==> src/rtl/s3g_host_master_pkg.sv <==
// Shared constants, error codes and the CRC8 byte update for the S3G host master.
// Dallas/Maxim CRC8: reflected poly 0x31 (0x8C), init 0x00, payload bytes only.
package s3g_host_master_pkg;

  localparam logic [7:0] S3G_START       = 8'hD5;
  localparam logic [7:0] CRC_POLY        = 8'h8C;
  localparam int         MAX_PAYLOAD_DEF = 16;

  typedef enum logic [1:0] {
    ERR_NONE    = 2'd0,
    ERR_TIMEOUT = 2'd1,
    ERR_CRC     = 2'd2,
    ERR_LEN     = 2'd3
  } err_e;

  function automatic logic [7:0] crc8_update(input logic [7:0] crc, input logic [7:0] data);
    logic [7:0] c;
    // NOTE: blocking '=' inside functions and always_comb is intended; each loop step
    // must see the previous step's value.
    c = crc ^ data;
    for (int i = 0; i < 8; i++) begin
      c = c[0] ? ((c >> 1) ^ CRC_POLY) : (c >> 1);
    end
    return c;
  endfunction

endpackage

==> src/rtl/s3g_host_master_crc8.sv <==
// Combinational byte-wide CRC8 update; one instance each on the TX and RX paths.
module s3g_host_master_crc8
  import s3g_host_master_pkg::*;
(
  input  logic [7:0] crc_in,
  input  logic [7:0] data,
  output logic [7:0] crc_out
);

  assign crc_out = crc8_update(crc_in, data);

endmodule

==> src/rtl/s3g_host_master.sv <==
// S3G host initiator: frames one command (D5, len, payload, CRC8) to a UART TX, then
// receives and validates the reply from a UART RX, retrying on timeout or a bad frame.
module s3g_host_master
  import s3g_host_master_pkg::*;
#(
  parameter int MAX_PAYLOAD = MAX_PAYLOAD_DEF,
  parameter int TIMEOUT     = 100000,
  parameter int MAX_RETRY   = 2
) (
  input  logic                     clk,
  input  logic                     rst,
  input  logic                     cmd_wr,
  input  logic [7:0]               cmd_len,
  input  logic [8*MAX_PAYLOAD-1:0] cmd_buf,
  output logic                     busy,
  output logic [7:0]               tx_data,
  output logic                     tx_wr,
  input  logic                     tx_done,
  input  logic [7:0]               rx_data,
  input  logic                     rx_done,
  output logic                     resp_valid,
  output logic                     resp_error,
  output logic [1:0]               err_code,
  output logic [7:0]               resp_len,
  output logic [8*MAX_PAYLOAD-1:0] resp_buf
);

  localparam int BW = 8 * MAX_PAYLOAD;
  localparam int PW = $clog2(MAX_PAYLOAD);
  localparam int TW = $clog2(TIMEOUT + 1);
  localparam int RW = (MAX_RETRY < 1) ? 1 : $clog2(MAX_RETRY + 1);

  localparam logic [7:0]    MAX_LEN8    = 8'(MAX_PAYLOAD);
  localparam logic [TW-1:0] TMO_MAX     = TW'(TIMEOUT);
  localparam logic [RW-1:0] MAX_RETRY_W = RW'(MAX_RETRY);

  typedef enum logic [2:0] {
    ST_IDLE, ST_TX_BYTE, ST_TX_WAIT, ST_RX_START, ST_RX_LEN, ST_RX_PAY, ST_RX_CRC
  } state_e;

  state_e        state_q, state_d;
  logic          busy_q, busy_d;
  logic          tx_wr_q, tx_wr_d;
  logic [7:0]    tx_data_q, tx_data_d;
  logic [4:0]    tx_idx_q, tx_idx_d;
  logic [7:0]    tx_crc_q, tx_crc_d;
  logic [4:0]    len_q, len_d;
  logic [RW-1:0] retry_q, retry_d;
  logic [TW-1:0] tmo_q, tmo_d;
  logic [4:0]    rx_len_q, rx_len_d;
  logic [4:0]    rx_idx_q, rx_idx_d;
  logic [7:0]    rx_crc_q, rx_crc_d;
  logic          resp_valid_q, resp_valid_d;
  logic          resp_error_q, resp_error_d;
  err_e          err_code_q, err_code_d;
  logic [7:0]    resp_len_q, resp_len_d;
  logic [BW-1:0] resp_buf_q, resp_buf_d;
  logic [BW-1:0] cmd_buf_q, cmd_buf_d;

  logic [7:0]    tx_crc_out, rx_crc_out, tx_crc_upd, tx_next_byte;
  logic [4:0]    tx_nxt, pay_sel;
  logic [TW-1:0] tmo_inc;
  logic          tx_is_pay, rx_active, fail, start_frame;
  err_e          fail_code;

  s3g_host_master_crc8 u_tx_crc (.crc_in(tx_crc_q), .data(tx_data_q), .crc_out(tx_crc_out));
  s3g_host_master_crc8 u_rx_crc (.crc_in(rx_crc_q), .data(rx_data),   .crc_out(rx_crc_out));

  // Frame byte index: 0 = start, 1 = length, 2..len+1 = payload, len+2 = CRC.
  assign tx_nxt       = tx_idx_q + 5'd1;
  assign pay_sel      = tx_nxt - 5'd2;
  assign tx_is_pay    = (tx_idx_q >= 5'd2) && (tx_idx_q <= len_q + 5'd1);
  assign tx_crc_upd   = tx_is_pay ? tx_crc_out : tx_crc_q;
  assign tx_next_byte = (tx_nxt == 5'd1)          ? {3'b000, len_q} :
                        (tx_nxt <= len_q + 5'd1)  ? cmd_buf_q[{pay_sel[PW-1:0], 3'b000} +: 8] :
                                                    tx_crc_upd;
  assign rx_active    = (state_q == ST_RX_START) || (state_q == ST_RX_LEN) ||
                        (state_q == ST_RX_PAY)   || (state_q == ST_RX_CRC);
  assign tmo_inc      = (tmo_q == TMO_MAX) ? tmo_q : tmo_q + 1'b1;

  always_comb begin
    // NOTE: every signal assigned here gets a default first, so no path can infer a latch.
    state_d      = state_q;
    busy_d       = busy_q;
    tx_wr_d      = 1'b0;
    tx_data_d    = tx_data_q;
    tx_idx_d     = tx_idx_q;
    tx_crc_d     = tx_crc_q;
    len_d        = len_q;
    retry_d      = retry_q;
    tmo_d        = tmo_q;
    rx_len_d     = rx_len_q;
    rx_idx_d     = rx_idx_q;
    rx_crc_d     = rx_crc_q;
    resp_valid_d = 1'b0;
    resp_error_d = 1'b0;
    err_code_d   = err_code_q;
    resp_len_d   = resp_len_q;
    resp_buf_d   = resp_buf_q;
    cmd_buf_d    = cmd_buf_q;
    fail         = 1'b0;
    fail_code    = ERR_NONE;
    start_frame  = 1'b0;

    unique case (state_q)
      ST_IDLE: begin
        if (cmd_wr) begin
          if (cmd_len == 8'd0 || cmd_len > MAX_LEN8) begin
            resp_error_d = 1'b1;
            err_code_d   = ERR_LEN;
          end else begin
            cmd_buf_d   = cmd_buf;
            len_d       = cmd_len[4:0];
            resp_len_d  = '0;
            resp_buf_d  = '0;
            err_code_d  = ERR_NONE;
            retry_d     = '0;
            start_frame = 1'b1;
          end
        end
      end
      ST_TX_BYTE: state_d = ST_TX_WAIT;
      ST_TX_WAIT: begin
        if (tx_done) begin
          tx_crc_d = tx_crc_upd;
          if (tx_idx_q == len_q + 5'd2) begin
            state_d  = ST_RX_START;
            tmo_d    = '0;
            rx_idx_d = '0;
            rx_crc_d = '0;
          end else begin
            state_d   = ST_TX_BYTE;
            tx_idx_d  = tx_nxt;
            tx_data_d = tx_next_byte;
            tx_wr_d   = 1'b1;
          end
        end
      end
      ST_RX_START: begin
        if (rx_done && rx_data == S3G_START) state_d = ST_RX_LEN;
      end
      ST_RX_LEN: begin
        if (rx_done) begin
          if (rx_data == 8'd0 || rx_data > MAX_LEN8) begin
            fail      = 1'b1;
            fail_code = ERR_LEN;
          end else begin
            rx_len_d = rx_data[4:0];
            rx_idx_d = '0;
            rx_crc_d = '0;
            state_d  = ST_RX_PAY;
          end
        end
      end
      ST_RX_PAY: begin
        if (rx_done) begin
          resp_buf_d[{rx_idx_q[PW-1:0], 3'b000} +: 8] = rx_data;
          rx_crc_d = rx_crc_out;
          rx_idx_d = rx_idx_q + 5'd1;
          if (rx_idx_q == rx_len_q - 5'd1) state_d = ST_RX_CRC;
        end
      end
      ST_RX_CRC: begin
        if (rx_done) begin
          if (rx_data == rx_crc_q) begin
            resp_valid_d = 1'b1;
            resp_len_d   = {3'b000, rx_len_q};
            busy_d       = 1'b0;
            state_d      = ST_IDLE;
          end else begin
            fail      = 1'b1;
            fail_code = ERR_CRC;
          end
        end
      end
      default: state_d = ST_IDLE;
    endcase

    // A received byte always takes priority over an expiring timeout.
    if (rx_active) begin
      if (rx_done) begin
        tmo_d = '0;
      end else if (tmo_inc == TMO_MAX) begin
        fail      = 1'b1;
        fail_code = ERR_TIMEOUT;
      end else begin
        tmo_d = tmo_inc;
      end
    end

    if (fail) begin
      if (retry_q < MAX_RETRY_W) begin
        retry_d     = retry_q + 1'b1;
        resp_buf_d  = '0;
        start_frame = 1'b1;
      end else begin
        resp_error_d = 1'b1;
        err_code_d   = fail_code;
        busy_d       = 1'b0;
        state_d      = ST_IDLE;
      end
    end

    if (start_frame) begin
      state_d   = ST_TX_BYTE;
      busy_d    = 1'b1;
      tx_wr_d   = 1'b1;
      tx_data_d = S3G_START;
      tx_idx_d  = '0;
      tx_crc_d  = '0;
      tmo_d     = '0;
    end
  end

  // NOTE: state flops use non-blocking '<=' so every flop samples pre-edge values.
  always_ff @(posedge clk) begin
    if (rst) begin
      state_q      <= ST_IDLE;
      busy_q       <= 1'b0;
      tx_wr_q      <= 1'b0;
      tx_data_q    <= '0;
      tx_idx_q     <= '0;
      tx_crc_q     <= '0;
      len_q        <= '0;
      retry_q      <= '0;
      tmo_q        <= '0;
      rx_len_q     <= '0;
      rx_idx_q     <= '0;
      rx_crc_q     <= '0;
      resp_valid_q <= 1'b0;
      resp_error_q <= 1'b0;
      err_code_q   <= ERR_NONE;
      resp_len_q   <= '0;
      resp_buf_q   <= '0;
    end else begin
      state_q      <= state_d;
      busy_q       <= busy_d;
      tx_wr_q      <= tx_wr_d;
      tx_data_q    <= tx_data_d;
      tx_idx_q     <= tx_idx_d;
      tx_crc_q     <= tx_crc_d;
      len_q        <= len_d;
      retry_q      <= retry_d;
      tmo_q        <= tmo_d;
      rx_len_q     <= rx_len_d;
      rx_idx_q     <= rx_idx_d;
      rx_crc_q     <= rx_crc_d;
      resp_valid_q <= resp_valid_d;
      resp_error_q <= resp_error_d;
      err_code_q   <= err_code_d;
      resp_len_q   <= resp_len_d;
      resp_buf_q   <= resp_buf_d;
    end
  end

  // NOTE: the latched command is pure datapath, only read after a fresh load, so it
  // carries no reset and stays out of the reset fan-out.
  always_ff @(posedge clk) begin
    cmd_buf_q <= cmd_buf_d;
  end

  assign busy       = busy_q;
  assign tx_wr      = tx_wr_q;
  assign tx_data    = tx_data_q;
  assign resp_valid = resp_valid_q;
  assign resp_error = resp_error_q;
  assign err_code   = err_code_q;
  assign resp_len   = resp_len_q;
  assign resp_buf   = resp_buf_q;

endmodule

==> config.mk <==
export PLATFORM = sky130hd
export DESIGN_NAME = s3g_host_master
export DESIGN_NICKNAME = d
export VERILOG_FILES = /design/src/rtl/s3g_host_master_pkg.sv /design/src/rtl/s3g_host_master_crc8.sv /design/src/rtl/s3g_host_master.sv
export SDC_FILE = /design/constraint.sdc
export NUM_CORES = 1
export LEC_CHECK = 0
export CAP_MARGIN = 30
export CORE_AREA = 2 2 197 199
export CTS_CLUSTER_DIAMETER = 40
export CTS_CLUSTER_SIZE = 14
export DETAILED_ROUTE_END_ITERATION = 7
export DIE_AREA = 0 0 199 201
export PLACE_DENSITY = 0.65
export SLEW_MARGIN = 10
export SYNTH_ARGS = -nofsm -noshare
export SYNTH_HDL_FRONTEND = slang
export SYNTH_SLANG_ARGS = --single-unit
==> constraint.sdc <==
create_clock -name clk -period 6.85 [get_ports clk]
set_clock_uncertainty 0.05 [all_clocks]
set_input_delay 0.685 -clock clk [delete_from_list [all_inputs] [get_ports clk]]
set_output_delay 0.685 -clock clk [all_outputs]
set_load 0.005 [all_outputs]
# == Word-level counts from Yosys, hierarchy flattened ==
# Index checks and enable logic that the tools add are counted.
# totals
ff_bits,336
out_inout_bits,150
wordCells,221
# op_classes
addsub,9
n_lt_le_gt_ge,6
eq_ne,23
shifts,3
muxes,114
bitwise_logic,23
reduce_logical,23
# op_table
operator,n
2-to-1 mux 128 bit,5
2-to-1 mux 8 bit,32
one-hot mux 128 bit (2 select lines),1
bitwise mux 128 bit,1
"variable shift 8 x 9 -> 128 bit, first input constant",1
variable part select 128 x 8 -> 8 bit,1
variable part select 8 x 9 -> 128 bit,1
2-to-1 mux 17 bit,7
inverter 2 -> 3 bit,16
2-to-1 mux 2 bit,18
"== test 17 bit, second input constant",2
2-to-1 mux 3 bit,10
2-to-1 mux 1 bit,29
2-to-1 mux 5 bit,5
one-hot mux 8 bit (3 select lines),1
one-hot mux 3 bit (7 select lines),1
"inequality test 2 bit, second input constant",9
"adder 17 x 1 -> 17 bit, second input constant",1
"greater-than comparator 8 x 5 -> 1 bit, second input constant",2
logical NOT 8 bit,2
one-hot mux 8 bit (2 select lines),1
XOR 8 bit,2
"adder 5 x 1 -> 5 bit, second input constant",3
one-hot mux 5 bit (3 select lines),1
30 further kinds,49

# == Longest topological paths before layout ==
# Gate-level depths: netlist of the first run.
# logic_depth
depth_word,24
mapped_depth,18
ltp_nobuf,11

# == Hierarchy ==
# A second synthesis of the first run with hierarchy kept.
# hier_totals
cells_unflattened,1359
area_unflattened_um2,14981.9
# by_module_without_submodules
mod,instances,cells_each,area_per_inst_um2,seq_area_each_um2
s3g_host_master,1,1317,14511.4,7947.6
s3g_host_master_crc8,2,21,235.2,0.0

# == Least setup slack after synthesis of the first run ==
# Ideal clock, no wire load.
# synth_path
path_kind,input to register
start,in cmd_len[0]
end,"reg resp_buf_q[32], in the netlist resp_buf[32]"
setup_ps,123
arrival_ps,6737
t_required_ps,6677
path_slack_ps,-60
cell_stages,11
path_cell_list,nor4_1 xor2_1 or4_1 nand2b_1 clkbuf_1 inv_1 buf_6 clkbuf_1 nor2_1 a22oi_1 nor2_1
# synth_between
elab_chain_cells,7
word_cells_on_any_way,8
classes_between,order compare (1); mux (5); reduce/logical (2)
# synth_lines
element,line_no,rtl
from (decl),s3g_host_master.sv:13,"input logic [7:0] cmd_len,"
greater-than comparator 8 x 5 -> 1 bit / logical NOT 8 bit (equally long branches),s3g_host_master.sv:108,if (cmd_len == 8'd0 || cmd_len > MAX_LEN8) begin
logical OR 1 bit (*),s3g_host_master.sv:108,
2-to-1 mux 128 bit (*),s3g_host_master.sv:108,
2-to-1 mux 128 bit (*),s3g_host_master.sv:107,if (cmd_wr) begin
one-hot mux 128 bit (2 select lines) (*),s3g_host_master.sv:105,unique case (state_q)
2-to-1 mux 128 bit,s3g_host_master.sv:192,if (retry_q < MAX_RETRY_W) begin
2-to-1 mux 128 bit (*),s3g_host_master.sv:191,if (fail) begin
to (signal assigned),s3g_host_master.sv:252,resp_buf_q <= resp_buf_d;
to (decl),s3g_host_master.sv:57,"logic [BW-1:0] resp_buf_q, resp_buf_d;"
# Mark *: on every way between the ends. The rest lies on a longest branch, timed or not.
# A chain may end at the register's enable or synchronous reset.

# == Worst setup path after layout of the first run ==
# layout_path
start,in rx_data[5]
end,"reg resp_buf_q[4], in the netlist resp_buf[4]"
# layout_between
elab_chain_cells,9
word_cells_on_any_way,18
classes_between,order compare (1); eq/ne (1); shift (1); mux (13); reduce/logical (2)
# layout_lines
element,line_no,rtl
from (decl),s3g_host_master.sv:19,"input logic [7:0] rx_data,"
greater-than comparator 8 x 5 -> 1 bit / logical NOT 8 bit (equally long branches),s3g_host_master.sv:144,if (rx_data == 8'd0 || rx_data > MAX_LEN8) begin
logical OR 1 bit,s3g_host_master.sv:144,
2-to-1 mux 1 bit,s3g_host_master.sv:144,
2-to-1 mux 1 bit,s3g_host_master.sv:143,if (rx_done) begin
one-hot mux 1 bit (2 select lines),s3g_host_master.sv:105,
2-to-1 mux 1 bit,s3g_host_master.sv:183,end else if (tmo_inc == TMO_MAX) begin
2-to-1 mux 1 bit,s3g_host_master.sv:181,if (rx_done) begin
2-to-1 mux 1 bit,s3g_host_master.sv:180,if (rx_active) begin
2-to-1 mux 128 bit (*),s3g_host_master.sv:191,
# Marked as above.

==> results.json, run 1 <==
{
  "max-vdd-ir-drop_uv": 279,
  "tightestPinTransition_ns": 0.969,
  "floorplan.die_area_um2": 40000,
  "post_cts.repair.setup_buffers": 0,
  "synth_area_um2": 15000,
  "final_common_cell": "sky130_fd_sc_hd__clkdlybuf4s50_1",
  "cts.repair.resized": 0,
  "clockRootBuffer": "sky130_fd_sc_hd__clkbuf_16",
  "switching_power_mw": 1.03,
  "insertion_delay_ns": 0.55,
  "ctsHoldBuffers": 0,
  "cellLeakagePower_nw": 6.59,
  "cts_buffer_depth": 3,
  "vias_per_cell": 5.40,
  "crit_path_start": "rx_data[5]",
  "final_cell_area_um2": 19900,
  "numClockSinks": 333,
  "initial_antenna_violation_count": 1,
  "cellPowerDensity_nw_per_um2": 239,
  "yosysWarningCount": 0,
  "run_status": "finished, final reports clean",
  "setup_repair_after_global_routing_missed_its_margin": "no",
  "synth_edf_count": 128,
  "drt_first_iter_violations": 1019,
  "avgSynthCellArea_um2": 10.5,
  "netSwitchingFraction_pct": 21.6,
  "hold_path.startpoint": "resp_buf[127]$_SDFF_PP0_",
  "timing.final.crit_period_ns": 3.94,
  "die_h_um": 201,
  "intPower_mw": 3.74,
  "synth.lib_cells_used.distinct": 85,
  "detail-route-antenna-nets": 0,
  "drcViolationCount": 0,
  "criticalPathCategory": "input pin to flop",
  "yosys_most_used_dff": "sky130_fd_sc_hd__dfxtp_1",
  "hold_path.class": "flop to flop",
  "floorplan.initialDensity_pct": 39.3,
  "boundaryPins": 299,
  "place_congestion": 0.890,
  "fmax_ghz": 0.254,
  "final_cell_mix": "sky130_fd_sc_hd__clkdlybuf4s50_1 (295), sky130_fd_sc_hd__dfxtp_1 (204), sky130_fd_sc_hd__nor2_1 (187)",
  "max_cap_viol_count": 0,
  "grt_start_max_net_pins": 87,
  "cp_max_fo": 86,
  "floorplan_core_area_um2": 38100,
  "die_x_um": 199,
  "via_count": 12100,
  "count_of_mapped_cells_out_of_synthesis": 1420,
  "groute.usage.overall_pct": 21.5,
  "tritoncts": "yes",
  "synth.yosys.seq_area_share_pct": 53.1,
  "number_of_i_o_port_buffers": 295,
  "worst_setup_path_start_kind": "input pin",
  "period_share_pct": 57.5,
  "number_of_nets_in_the_final_layout": 1859,
  "seq_power_share_pct": 43.5,
  "hpwl_mm": 30.9,
  "crit_arrival_ns": 4.30,
  "wire_length_of_the_first_global_routing_pass_mm": 67.2,
  "power.share.combinational_pct": 4.4,
  "number_of_rows_created_at_floorplan": 72,
  "worst_slew_margin_rel_pct": 35.4,
  "yosys_register_bits": 333,
  "detail_route.wl_per_cell_um": 19.4,
  "cts-htree-levels": 2,
  "clockPowerShare_pct": 52.1,
  "final_max_slew_viol_count": 0,
  "synthArstFlopShare_pct": 0,
  "clk_pin_slew_worst_paths_ns": 0.05,
  "design_power_total_mw": 4.77,
  "grt_pass1_vias": 11800,
  "hold_violations": 0,
  "r2r_start": "tx_idx_q[0]$_SDFFE_PP0P_",
  "crit_path_end_kind": "flop",
  "drive_above_1_share_pct": 10.6,
  "cp.required_ns": 7.21,
  "grt_overflow_total": 0,
  "setup_tns_ns": 0,
  "placedInstanceArea_um2": 18300,
  "postRouteWirelength_mm": 43.5,
  "first_pass_iters": 5,
  "tritoncts.num_buffers": 45,
  "setup_violations": 0,
  "area_growth_syn_to_layout_pct": 33.1
}
==> layer usage <==
layer	vias to the layer above	share of wire, %	track usage (%)
li1	5714	-	-
met1	5850	42	28.4
met2	450	47	33.6
met3	97	8.0	6.12
met4	0	3.1	7.89
met5	-	0	0
==> power groups by stage <==
stage	clock network, mW	logic (mW)	registers (mW)
floorplan	0	0.0890	2.12
global placement	0	0.205	2.12
detailed placement	0	0.206	2.12
CTS	2.52	0.208	2.07
global route	2.61	0.222	2.07
finish	2.49	0.207	2.07
==> worst paths after layout <==
| path | endpoint | slack (ns) | depth (start not counted) |
|---|---|---|---|
| max | resp_buf[4]$_SDFF_PP0_ | 2.91 | 9 |
| max reg2reg | tx_data[2]$_SDFFE_PP0P_ | 3.00 | 12 |
| min | resp_buf[127]$_SDFF_PP0_ | 0.41 | 2 |
| min reg2reg | resp_buf[127]$_SDFF_PP0_ | 0.41 | 2 |
==> cells in the mapped netlist, drive strengths merged (14+ instances only) <==
library cell  instances  area, um2
a22oi                50        375
xor2                 24        218
nand3                81        410
ha                   21        263
nor3                 44        230
nand2b               14       87.6
a32oi                36        315
clkbuf               53        204
edfxtp              128       3840
nor2                187        702
mux2i                18        180
nand2               122        458
mux4                 39        878
xnor2                61        534
buf                  51        307
o21ai                19       98.9
dfxtp               205       4100
inv                  21       78.8
a21oi                96        480
==> worst max-delay path, stage by stage <==
cell,delay [ns]
sky130_fd_sc_hd__clkdlybuf4s50_1,1.06
sky130_fd_sc_hd__xnor2_1,0.26
sky130_fd_sc_hd__nand4_1,0.14
sky130_fd_sc_hd__nor2_1,0.09
sky130_fd_sc_hd__a2111o_1,0.48
sky130_fd_sc_hd__o2bb2ai_2,0.20
sky130_fd_sc_hd__or2_4,0.77
sky130_fd_sc_hd__buf_4,0.50
sky130_fd_sc_hd__a21oi_1,0.08
==> cells by family (layout without fill, tap and decap cells) <==
kind of cell               Yosys count  count (layout)  share of synthesized area, %
adders and majority gates           22              22                          1.83
xor gates and xnor gates            87              87                          5.32
AOI/OAI and AO/OA                  261             261                          11.7
and+or+nand+nor                    532             532                          16.9
buffers and inverters              125             427                          3.94
DFF                                333             333                          53.1
muxes                               59              59                          7.22
other                                1               4                        0.0250
==> metrics by stage <==
stage | setup slack [ns] | hold slack [ns] | std cells | util (%)
floorplan | 2.24 | 0.394 | 1422 | -
global placement | 2.46 | 0.404 | 2153 | 47.9
detailed placement | 2.36 | 0.413 | 2156 | 48.0
CTS | 2.80 | 0.420 | 2238 | 52.2
global route | 2.59 | 0.441 | 2243 | 52.3
finish | 2.91 | 0.415 | 2243 | 52.3
==> sequential cells by signal, summed over array words and instances (netlist names) <==
name / cells
cmd_buf_q: 128
resp_buf: 128
tmo_q: 17
rx_crc_q: 8
tx_crc_q: 8
tx_data: 8
len_q: 5
resp_len: 5
rx_idx_q: 5
rx_len_q: 5
tx_idx_q: 5
state_q: 3
err_code: 2
retry_q: 2
busy: 1
resp_error: 1
resp_valid: 1
tx_wr: 1
==> layout make-up <==
class	count	area, um2
antenna	1	2.50
clock buffer	51	1210
clock inverter	31	402
fill	3310	18200
inverter	21	83.8
multi-input combinational	964	6450
sequential	333	7950
tap	518	648
timing repair buffer	324	3180
Power figures use the tool's default switching activity.
==> run 2, diff against run 1 <==
- PLACE_DENSITY: 0.65 -> 0.63
- clock period: 6.85 -> 3.8 ns (I/O delays scaled with it)
==> run 2 against run 1 <==
Effect of this change: via count is essentially flat; wire length is 1.2% higher; sequential share of layout area shrank 0.44 points; sequential power rose by 81%; utilization grew 0.58 points; final cell count up 1.1%; non-clock buffer count grew 13; sequential cell count is the same; largest cell class unchanged.
==> results.json, run 2 (synthesis gave the netlist of run 1 again) <==
{
  "run_status": "finished, final reports clean",
  "cts-htree-levels": 2,
  "vias_per_cell": 5.35,
  "max-vdd-ir-drop_uv": 274,
  "met3_length_mm": 3.60,
  "routed-wl-met2_mm": 20.9,
  "cp_max_fo": 9,
  "number_of_rows_created_at_floorplan": 72,
  "insertion_delay_ns": 0.55,
  "detail_route.wl_per_cell_um": 19.4,
  "final_max_slew_viol_count": 0,
  "setup_ws_ns": 0.610,
  "first_pass_iters": 6,
  "hold-path-cell-count": 1,
  "intPower_mw": 6.74,
  "grt_overflow_total": 0,
  "cts.repair.resized": 0,
  "drcViolationCount": 0,
  "cts_buffer_depth": 3,
  "postRouteWirelength_mm": 44.0,
  "final_cell_area_um2": 20100,
  "number_of_nets_in_the_final_layout": 1875,
  "floorplan_core_area_um2": 38100,
  "period_share_pct": 83.9,
  "clk_pin_slew_worst_paths_ns": 0.06,
  "numClockSinks": 333,
  "max_cap_viol_count": 0,
  "crit_arrival_ns": 3.61,
  "wirelength_met1_mm": 18.5,
  "clockPowerShare_pct": 52.4,
  "grt_start_max_net_pins": 96,
  "setup_repair_after_global_routing_missed_its_margin": "no",
  "worst_slew_margin_rel_pct": 28.7,
  "setup_tns_ns": 0,
  "dp_slack_ns": 0.590,
  "design_power_total_mw": 8.68,
  "tritoncts.num_buffers": 48,
  "cellPowerDensity_nw_per_um2": 431,
  "boundaryPins": 299,
  "hold_violations": 0,
  "worst_r2r_path_depth": 11,
  "cellLeakagePower_nw": 6.69,
  "setup_violations": 0,
  "post_layout_cell_count": 2267,
  "top_layer": "met5",
  "number_of_i_o_port_buffers": 295,
  "placedInstanceArea_um2": 18500,
  "die_h_um": 201,
  "ctsHoldBuffers": 0,
  "final_common_cell": "sky130_fd_sc_hd__clkdlybuf4s50_1",
  "power.share.combinational_pct": 4.5,
  "worst_setup_path_start_kind": "flop",
  "timing.final.crit_period_ns": 3.19,
  "netSwitchingFraction_pct": 22.4,
  "die_x_um": 199,
  "area_growth_syn_to_layout_pct": 34.6,
  "place_congestion": 0.897,
  "hpwl_mm": 31.6,
  "final_cell_mix": "sky130_fd_sc_hd__clkdlybuf4s50_1 (295), sky130_fd_sc_hd__dfxtp_1 (204), sky130_fd_sc_hd__nor2_1 (187)",
  "wire_length_of_the_first_global_routing_pass_mm": 68.7,
  "hold_path.class": "input pin to flop",
  "post_cts.repair.setup_buffers": 0,
  "criticalPathCategory": "flop to flop",
  "tightestPinTransition_ns": 1.05,
  "detail-route-antenna-nets": 0,
  "drive_above_1_share_pct": 11.7,
  "tritoncts": "yes",
  "switching_power_mw": 1.94,
  "clockRootBuffer": "sky130_fd_sc_hd__clkbuf_16",
  "seq_power_share_pct": 43.1,
  "cp.required_ns": 4.22,
  "floorplan.die_area_um2": 40000,
  "drt_first_iter_violations": 1123,
  "grt_pass1_vias": 12000,
  "via_count": 12100,
  "fmax_ghz": 0.313,
  "placed_cells": 2173,
  "postLayoutCoreUtil_pct": 52.9,
  "crit_path_end_kind": "flop",
  "initial_antenna_violation_count": 7,
  "fin_hold_ws_ns": 0.325,
  "groute.usage.overall_pct": 22.1,
  "floorplan.initialDensity_pct": 39.3
}
[run 2: final cells by class]
class	instances	area (um2)
Fill cell	3321	18000
Sequential cell	333	7950
Multi-Input combinational cell	964	6450
Timing Repair Buffer	337	3330
Clock buffer	51	1250
Tap cell	518	648
Clock inverter	39	423
Inverter	21	83.8
Antenna cell	4	10.0
[run 2: worst max-delay path: stages (launching register included)]
cell	delay (ns)
sky130_fd_sc_hd__dfxtp_1	0.48
sky130_fd_sc_hd__ha_1	0.29
sky130_fd_sc_hd__xnor2_1	0.20
sky130_fd_sc_hd__inv_1	0.08
sky130_fd_sc_hd__ha_1	0.30
sky130_fd_sc_hd__a21o_2	0.22
sky130_fd_sc_hd__maj3_2	0.31
sky130_fd_sc_hd__a211oi_2	0.27
sky130_fd_sc_hd__or2_1	0.34
sky130_fd_sc_hd__a21oi_1	0.11
sky130_fd_sc_hd__a211o_1	0.33
sky130_fd_sc_hd__a31oi_1	0.15
[run 2: routing by layer]
metal,track usage (%),up-vias
met1,29.3,5828
met4,6.58,6
li1,-,5757
met2,35.4,456
met5,0,-
met3,5.71,71
[run 2: power groups by stage]
stage	clock [mW]	sequential, mW	combinational, mW
finish	4.55	3.74	0.392
global route	4.78	3.74	0.419
CTS	4.63	3.74	0.393
detailed placement	0	3.82	0.391
global placement	0	3.82	0.391
floorplan	0	3.81	0.161
[run 2: final timing paths]
path | slack (ns) | endpoint | startpoint
max | 0.61 | tx_data[2]$_SDFFE_PP0P_ | tx_idx_q[1]$_SDFFE_PP0P_
min | 0.33 | cmd_buf_q[110]$_DFFE_PP_ | cmd_buf[110]
max reg2reg | 0.61 | tx_data[2]$_SDFFE_PP0P_ | tx_idx_q[1]$_SDFFE_PP0P_
min reg2reg | 0.42 | resp_buf[81]$_SDFF_PP0_ | resp_buf[81]$_SDFF_PP0_
==> run 3, diff against run 2 <==
- clock period: 3.8 -> 2.95 ns (I/O delays scaled with it)
==> run 3 against run 2 <==
Effect of this change: critical path depth increased by 1; clock power increased by 40%; maximum frequency increased by 14%; utilization increased by 2.4 points; die area unchanged; sequential power increased by 29%; total power increased by 35%; wire length increased by 3.5%; final cell count increased by 3.2%; global-route usage increased by 0.81 points.
==> results.json, run 3 (synthesis gave the netlist of run 1 again) <==
{
  "cp.required_ns": 3.39,
  "tritoncts.num_buffers": 50,
  "cellPowerDensity_nw_per_um2": 558,
  "run_status": "finished, final reports clean",
  "grt_start_max_net_pins": 41,
  "grt_overflow_total": 0,
  "fmax_ghz": 0.357,
  "design_power_total_mw": 11.7,
  "post_cts.repair.setup_buffers": 0,
  "boundaryPins": 299,
  "cp_max_fo": 12,
  "floorplan.initialDensity_pct": 39.3,
  "criticalPathCategory": "flop to flop",
  "floorplan.die_area_um2": 40000,
  "worst_setup_path_start_kind": "flop",
  "area_growth_syn_to_layout_pct": 40.6,
  "initial_antenna_violation_count": 3,
  "timing.final.crit_period_ns": 2.80,
  "final_cell_mix": "sky130_fd_sc_hd__clkdlybuf4s50_1 (295), sky130_fd_sc_hd__dfxtp_1 (202), sky130_fd_sc_hd__nor2_1 (184)",
  "setup_ws_ns": 0.146,
  "numClockSinks": 333,
  "final_max_slew_viol_count": 0,
  "reg2reg_setup_slack_ns": 0.15,
  "tritoncts": "yes",
  "crit_arrival_ns": 3.25,
  "drive_above_1_share_pct": 16.2,
  "wire_length_of_the_first_global_routing_pass_mm": 70.9,
  "post_layout_cell_count": 2339,
  "multi_input_comb_area_um2": 6510,
  "worst_slew_margin_rel_pct": 44.5,
  "grt_pass1_vias": 12500,
  "placedInstanceArea_um2": 19200,
  "final_cell_area_um2": 21000,
  "number_of_i_o_port_buffers": 295,
  "tightestPinTransition_ns": 0.827,
  "final.fill_count": 3304,
  "die_h_um": 201,
  "hold_path.class": "input pin to flop",
  "cts_buffer_depth": 3,
  "number_of_nets_in_the_final_layout": 1949,
  "groute.usage.overall_pct": 22.9,
  "detail-route-antenna-nets": 0,
  "hold_violations": 0,
  "setup_violations": 0,
  "placed_cells": 2245,
  "insertion_delay_ns": 0.58,
  "period_share_pct": 95.1,
  "max_cap_viol_count": 0,
  "clockRootBuffer": "sky130_fd_sc_hd__clkbuf_16",
  "setup_repair_after_global_routing_missed_its_margin": "yes",
  "final_common_cell": "sky130_fd_sc_hd__clkdlybuf4s50_1",
  "cts-htree-levels": 2,
  "number_of_rows_created_at_floorplan": 72,
  "first_pass_iters": 7,
  "vias_per_cell": 5.33,
  "die_x_um": 199,
  "postLayoutCoreUtil_pct": 55.2,
  "floorplan_core_area_um2": 38100,
  "seqCellArea_um2": 7950,
  "clk_pin_slew_worst_paths_ns": 0.06,
  "crit_path_end_kind": "flop",
  "dp_slack_ns": -0.215,
  "place_congestion": 0.909,
  "postRouteWirelength_mm": 45.5,
  "hpwl_mm": 32.8,
  "detail_route.wl_per_cell_um": 19.5,
  "max-vdd-ir-drop_uv": 485,
  "via_count": 12500,
  "cellLeakagePower_nw": 7.17,
  "drt_first_iter_violations": 1039,
  "drcViolationCount": 0
}
-- run 3: changes by cell type in the layout (fill, tap and decap cells not counted), sizes merged --
cell	before	now
buf	42	114
clkinv	16	8
clkbuf	51	56
clkinvlp	5	9
bufinv	5	8
diode	4	1
inv	34	33
-- run 3: what timing repair did --
action                                 CTS  global route
hold buffers                             0             0
gates resized for setup                  0            12
endpoints found under the hold margin    0             0
setup endpoints to repair                0           160
-- run 3: metrics by stage --
stage / TNS, ns / hold slack [ns]
2_1_floorplan: -0.258 / 0.344
3_3_place_gp: -21.04 / 0.402
3_5_place_dp: -40.97 / 0.410
4_1_cts: 0 / 0.182
5_1_grt: -0.563 / 0.191
6_report: 0 / 0.217
-- run 3: routing by layer --
layer,wire length [um],GRT usage [%],up-vias,share of wire [%]
met5,32,0,-,0.070
met4,1390,8.21,4,3.0
met3,3510,5.01,98,7.7
met2,21000,36.0,495,46
met1,19600,31.0,5968,43
li1,-,-,5902,-
-- run 3: final cells by class --
class / instances / share of cell area (%)
repair buffers: 409 / 19.1
multi-input cells: 964 / 30.9
diodes: 1 / 0.0119
well taps: 518 / 3.08
clock buffers: 56 / 6.24
clock inverters: 37 / 2.42
flip-flops and latches: 333 / 37.8
inverters: 21 / 0.434
-- run 3: worst max-delay path: stages (launching register included) --
cell                       delay (ns)
sky130_fd_sc_hd__dfxtp_1         0.33
sky130_fd_sc_hd__ha_1            0.19
sky130_fd_sc_hd__nand3_1         0.11
sky130_fd_sc_hd__xor2_1          0.19
sky130_fd_sc_hd__ha_1            0.30
sky130_fd_sc_hd__nand3_1         0.10
sky130_fd_sc_hd__or3_1           0.33
sky130_fd_sc_hd__a32oi_2         0.24
sky130_fd_sc_hd__buf_12          0.16
sky130_fd_sc_hd__nor3_1          0.06
sky130_fd_sc_hd__xnor2_1         0.13
sky130_fd_sc_hd__o31a_1          0.26
sky130_fd_sc_hd__a221oi_2        0.26
-- run 3: worst paths after layout --
path | end | cells after the start | from
max | tx_data[4]$_SDFFE_PP0P_ | 12 | len_q[1]$_SDFFE_PP0P_
min | cmd_buf_q[69]$_DFFE_PP_ | 1 | cmd_buf[69]
max reg2reg | tx_data[4]$_SDFFE_PP0P_ | 12 | len_q[1]$_SDFFE_PP0P_
min reg2reg | resp_buf[6]$_SDFF_PP0_ | 2 | resp_buf[6]$_SDFF_PP0_
-- run 3: report_power, final --
part | switching, mW | leakage (nW) | internal (mW)
Combinational | 0.251 | 3.49 | 0.302
Sequential | 0.0129 | 2.81 | 4.80
Clock | 2.37 | 0.866 | 4.00
